--- src/rtl/reg_read_scoreboard.sv ---
// reg_read_scoreboard: GPR array with two bypassed combinational read ports,
// one write-back port, and a busy-bit scoreboard. The scoreboard stalls ID
// while a source or destination is still owned by a long-latency producer.
module reg_read_scoreboard #(
    parameter  int DATA_W   = 32,
    parameter  int NREG     = 32,
    parameter  int MAX_PEND = 4,
    localparam int AW       = $clog2(NREG),
    localparam int CW       = $clog2(MAX_PEND + 1)
) (
    input  logic              clk,
    input  logic              rst,
    input  logic [AW-1:0]     rs_id,
    input  logic [AW-1:0]     rt_id,
    output logic [DATA_W-1:0] r1_out,
    output logic [DATA_W-1:0] r2_out,
    input  logic              wb_we,
    input  logic [AW-1:0]     wb_rw,
    input  logic [DATA_W-1:0] wb_din,
    input  logic              issue_valid,
    input  logic              issue_long,
    input  logic [AW-1:0]     issue_rw,
    output logic              stall,
    output logic [CW-1:0]     pend_cnt
);

    logic [DATA_W-1:0] gpr [NREG];
    logic [NREG-1:0]   busy;
    logic [NREG-1:0]   busy_nxt;
    logic              wb_live;
    logic              hazard_rs;
    logic              hazard_rt;
    logic              pend_full;
    logic              waw;
    logic              issue_set;

    // Number of set bits; the issue gating keeps this at or below MAX_PEND.
    function automatic logic [CW-1:0] count_busy(input logic [NREG-1:0] bits);
        logic [CW-1:0] n;
        n = '0;
        for (int i = 0; i < NREG; i++) begin
            n = n + CW'(bits[i]);
        end
        return n;
    endfunction

    // Operand reads: r0 hardwired to zero, same-cycle write-back forwarded.
    always_comb begin
        r1_out = gpr[rs_id];
        if (rs_id == '0) begin
            r1_out = '0;
        end else if (wb_we && (wb_rw == rs_id)) begin
            r1_out = wb_din;
        end
        r2_out = gpr[rt_id];
        if (rt_id == '0) begin
            r2_out = '0;
        end else if (wb_we && (wb_rw == rt_id)) begin
            r2_out = wb_din;
        end
    end

    // Hazard detection; a write-back landing this cycle resolves its own hazard.
    always_comb begin
        wb_live   = wb_we && (wb_rw != '0);
        hazard_rs = busy[rs_id] && !(wb_we && (wb_rw == rs_id));
        hazard_rt = busy[rt_id] && !(wb_we && (wb_rw == rt_id));
        pend_full = issue_valid && issue_long && (pend_cnt == CW'(MAX_PEND))
                    && !(wb_we && busy[wb_rw]);
        waw       = issue_valid && issue_long && busy[issue_rw]
                    && !(wb_we && (wb_rw == issue_rw));
        stall     = hazard_rs || hazard_rt || pend_full || waw;
        issue_set = issue_valid && issue_long && !stall && (issue_rw != '0);
    end

    // Next busy vector: clear on write-back first so a same-register issue wins.
    always_comb begin
        busy_nxt = busy;
        if (wb_live) begin
            busy_nxt[wb_rw] = 1'b0;
        end
        if (issue_set) begin
            busy_nxt[issue_rw] = 1'b1;
        end
    end

    // GPR write port; reset clears the whole array.
    always_ff @(posedge clk) begin
        if (rst) begin
            for (int i = 0; i < NREG; i++) begin
                gpr[i] <= '0;
            end
        end else if (wb_live) begin
            gpr[wb_rw] <= wb_din;
        end
    end

    // Scoreboard state; reset drops every in-flight destination.
    always_ff @(posedge clk) begin
        if (rst) begin
            busy     <= '0;
            pend_cnt <= '0;
        end else begin
            busy     <= busy_nxt;
            pend_cnt <= count_busy(busy_nxt);
        end
    end

endmodule

--- config.mk ---
export PLATFORM = sky130hd
export DESIGN_NAME = reg_read_scoreboard
export DESIGN_NICKNAME = d
export VERILOG_FILES = /design/src/rtl/reg_read_scoreboard.sv
export SDC_FILE = /design/constraint.sdc
export NUM_CORES = 2
export LEC_CHECK = 0
export ABC_AREA = 1
export BUFFER_PORTS_ARGS = -buffer_cell sky130_fd_sc_hd__buf_2
export CAP_MARGIN = 10
export CORE_MARGIN = 8
export CORE_UTILIZATION = 40
export CTS_CLUSTER_SIZE = 10
export DETAILED_ROUTE_END_ITERATION = 12
export HOLD_SLACK_MARGIN = 0.02
export PLACE_DENSITY = 0.62
export SYNTH_ARGS = -nofsm -noshare
export SYNTH_HDL_FRONTEND = slang
export SYNTH_SLANG_ARGS = --single-unit
--- constraint.sdc ---
create_clock -name clk -period 9 [get_ports clk]
set_input_delay 0 -clock clk [delete_from_list [all_inputs] [get_ports clk]]
set_output_delay 0 -clock clk [all_outputs]
set_load 0.01 [all_outputs]
==> flow_summary.yaml <==
floorplan:
  fp.dieW_um: 401
  number_of_top_level_pins: 125
  core-area_um2: 147000
  die_area_um2: 161000
  core.rowCount: 141
  initial_utilization_pct: 40.2
  die-height_um: 401
place:
  buffer_ports.inserted: 124
  detailed_place_hpwl_um: 136000
  dp_worst_setup_slack_ns: 1.44
  post_dp_cell_area_um2: 60800
  gp_routability_congestion: 0.885
flow_run:
  cap_viol_max_count: 0
setup_path:
  critPathArrivalTime_ns: 7.59
  worstSetupPathType: "input port to register"
  max_fanout_on_critical_path: 84
  kind_of_launch_point_of_the_worst_setup_path: "input port"
  cpMostUsedCell: "sky130_fd_sc_hd__fa_1"
  worst_ep_required_time_ns: 9.59
  critical-path-slowest-cell: "sky130_fd_sc_hd__clkinv_2"
  timing.critical_path.to_type: "register"
  critical-path-max-stage-delay_ns: 0.86
timing:
  slew_headroom_pct: 14.5
  fin_ws_ns: 2.00
  finalClockSkew_ns: 0.0330
  timing.setup.tns_ns: 0
  unrepaired_setup_endpoints_after_global_routing: "no"
  final-max-slew-violation-count: 0
  timing.final.crit_share_pct: 77.8
  worst_slew_pin_slew_ns: 1.28
  finalHoldViolCount: 0
  timing.final.crit_period_ns: 7.00
  clock.fmax_ghz: 0.143
  setup_viol: 0
synthesis:
  yosysSeqAreaShare_pct: 53.1
  synth_top_cell_by_area: "sky130_fd_sc_hd__edfxtp_1"
  synth_enable_flop_cells: 1024
  synth_common_cells: "1384 x sky130_fd_sc_hd__nor2_1, 1114 x sky130_fd_sc_hd__o21ai_0, 1024 x sky130_fd_sc_hd__edfxtp_1"
  ys_ff_latch: 1059
  yosysMostFrequentCell: "sky130_fd_sc_hd__nor2_1"
  synth_top_area_share_pct: 51.9
  synth.lib_cells_used.distinct: 41
  ys.flop_type: "sky130_fd_sc_hd__edfxtp_1"
  ys.warnings.count: 0
  synth_async_sr_flop_share_pct: 0
  syn_area_per_cell_um2: 8.47
  synth.area.top_cells: "sky130_fd_sc_hd__edfxtp_1 52%, sky130_fd_sc_hd__o21ai_0 9.4%, sky130_fd_sc_hd__nor2_1 8.8%"
  synth.cell_area_um2: 59200
  synthesis.instances: 6996
route:
  wire_length_after_detailed_routing_um: 246000
  drc: 0
  vias_per_cell: 6.31
  detail_route.first_pass.iterations: 12
  routed-via-count: 54881
  drt.antenna.violating_nets: 0
  drt_first_iter_violations: 9050
  wire_length_per_cell_um: 28.2
clock_tree:
  max-clock-path-buffers: 3
  cts_sinks: 1059
  cts_resized: 0
  cts.reportedPaths.clkPinSlew_ns: 0.06
  tritoncts_clock_tree: "built"
  postCtsHoldBufs: 9
  clock_latency_ns: 0.74
  numCtsBuffers: 120
  cts.htree.levels: 3
  cts.root.buffer_cell: "sky130_fd_sc_hd__clkbuf_16"
  postCtsSetupBuffers: 0
grt:
  grt_overflow_total: 0
  vias_in_the_first_global_route: 50997
  grt_start_max_net_pins: 191
  grt_first_pass_wirelength_um: 351000
  grt_antenna_before_repair: 11
  total_routing_usage_gr_pct: 29.1
power:
  leakagePower_nw: 23.8
  design_power_total_mw: 11.8
  power_density_nw_per_um2: 184
  worst_ir_drop_on_vdd_mv: 0.161
finish:
  postLayoutCoreUtil_pct: 43.6
  area_growth_syn_to_layout_pct: 8.40
  final_net_count: 6808
  drive_above_1_share_pct: 7.33
  post-route-cell-area_um2: 64200
run_status:
  status: "complete, no violations"
hold_path:
  min_path_type: "input port to register"
-- cell type report --
type | instances | area (um2)
clock inverter | 13 | 110
tap | 1930 | 2410
fill | 14169 | 83100
multi-input combinational | 4793 | 23400
inverter | 496 | 1890
timing repair buffer | 257 | 1760
sequential | 1059 | 31500
antenna | 7 | 17.5
clock buffer | 147 | 3170
-- cell families after synthesis --
| logic type | Yosys count | share of synthesized area, % |
|---|---|---|
| and+or+nand+nor | 2516 | 17.5 |
| AOI/OAI and AO/OA | 2210 | 20.4 |
| buffers and inverters | 1175 | 8.05 |
| DFF | 1059 | 53.1 |
| adders and majority gates | 24 | 0.786 |
| xor gates and xnor gates | 11 | 0.163 |
| other | 1 | 0.00633 |
-- cells in the final DEF, fill, tap and decap left out, drive strengths merged, types with 4 or more instances in the layout --
| cell | synthesis | final |
|---|---|---|
| fa | 22 | 22 |
| nand3 | 418 | 418 |
| edfxtp | 1024 | 1024 |
| dfxtp | 35 | 35 |
| xnor2 | 4 | 4 |
| xor2 | 7 | 7 |
| diode | 0 | 7 |
| buf | 259 | 248 |
| clkbuf | 420 | 147 |
| a21oi | 606 | 606 |
| o22ai | 53 | 53 |
| o21ai | 1180 | 1180 |
| nand4 | 72 | 72 |
| dlygate4sd3 | 0 | 9 |
| conb | 1 | 32 |
| o211ai | 332 | 332 |
| nand2 | 615 | 615 |
| clkinv | 3 | 11 |
| o2111ai | 5 | 5 |
| inv | 493 | 497 |
| and2 | 6 | 6 |
| o221ai | 25 | 25 |
| nor3 | 16 | 16 |
| nor2 | 1388 | 1388 |
-- state kept, by name, summed over array words and instances, names as in the netlist --
name	cells
gpr	1024
busy	32
pend_cnt	3
-- path summary, 6_finish.rpt --
check	from	endpoint	slack (ns)	depth (start not counted)
worst max-delay path	rs_id[1]	pend_cnt[2]	2.00	28
worst min-delay path	issue_rw[1]	busy[3]	0.09	5
worst max register to register	busy[14]	pend_cnt[2]	2.16	27
worst min register to register	busy[26]	busy[26]	0.59	2
-- per-stage QoR --
step / std cells / hold slack, ns
3_5_place_dp: 8526 / 0.353
4_1_cts: 8695 / 0.0263
3_3_place_gp: 8526 / 0.351
5_1_grt: 8696 / 0.104
6_report: 8702 / 0.0869
2_1_floorplan: 7027 / 0.134
-- worst max-delay path: cells and delay by family --
family | cells | cell delay, ns
xor+xnor | 3 | 0.53
compound gates | 1 | 0.17
buf+inv | 6 | 1.73
simple gates | 10 | 1.38
fa+ha+maj | 8 | 3.64
-- layer usage --
metal  GRT usage, %  routed length, um  vias to the layer above
met3           6.17              30800                      967
li1               -                  -                    23670
met5              0                 13                        -
met4           17.9              18200                        2
met1           37.6              90600                    26150
met2           44.6             106000                     4092
-- report_power, final --
part	leakage, nW	total [mW]	switching, mW	internal, mW
Clock	1.59	4.43	2.00	2.43
Combinational	12.2	1.61	1.23	0.383
Sequential	10.0	5.77	0.105	5.67
Note: power is estimated with default switching activity, not from simulation.
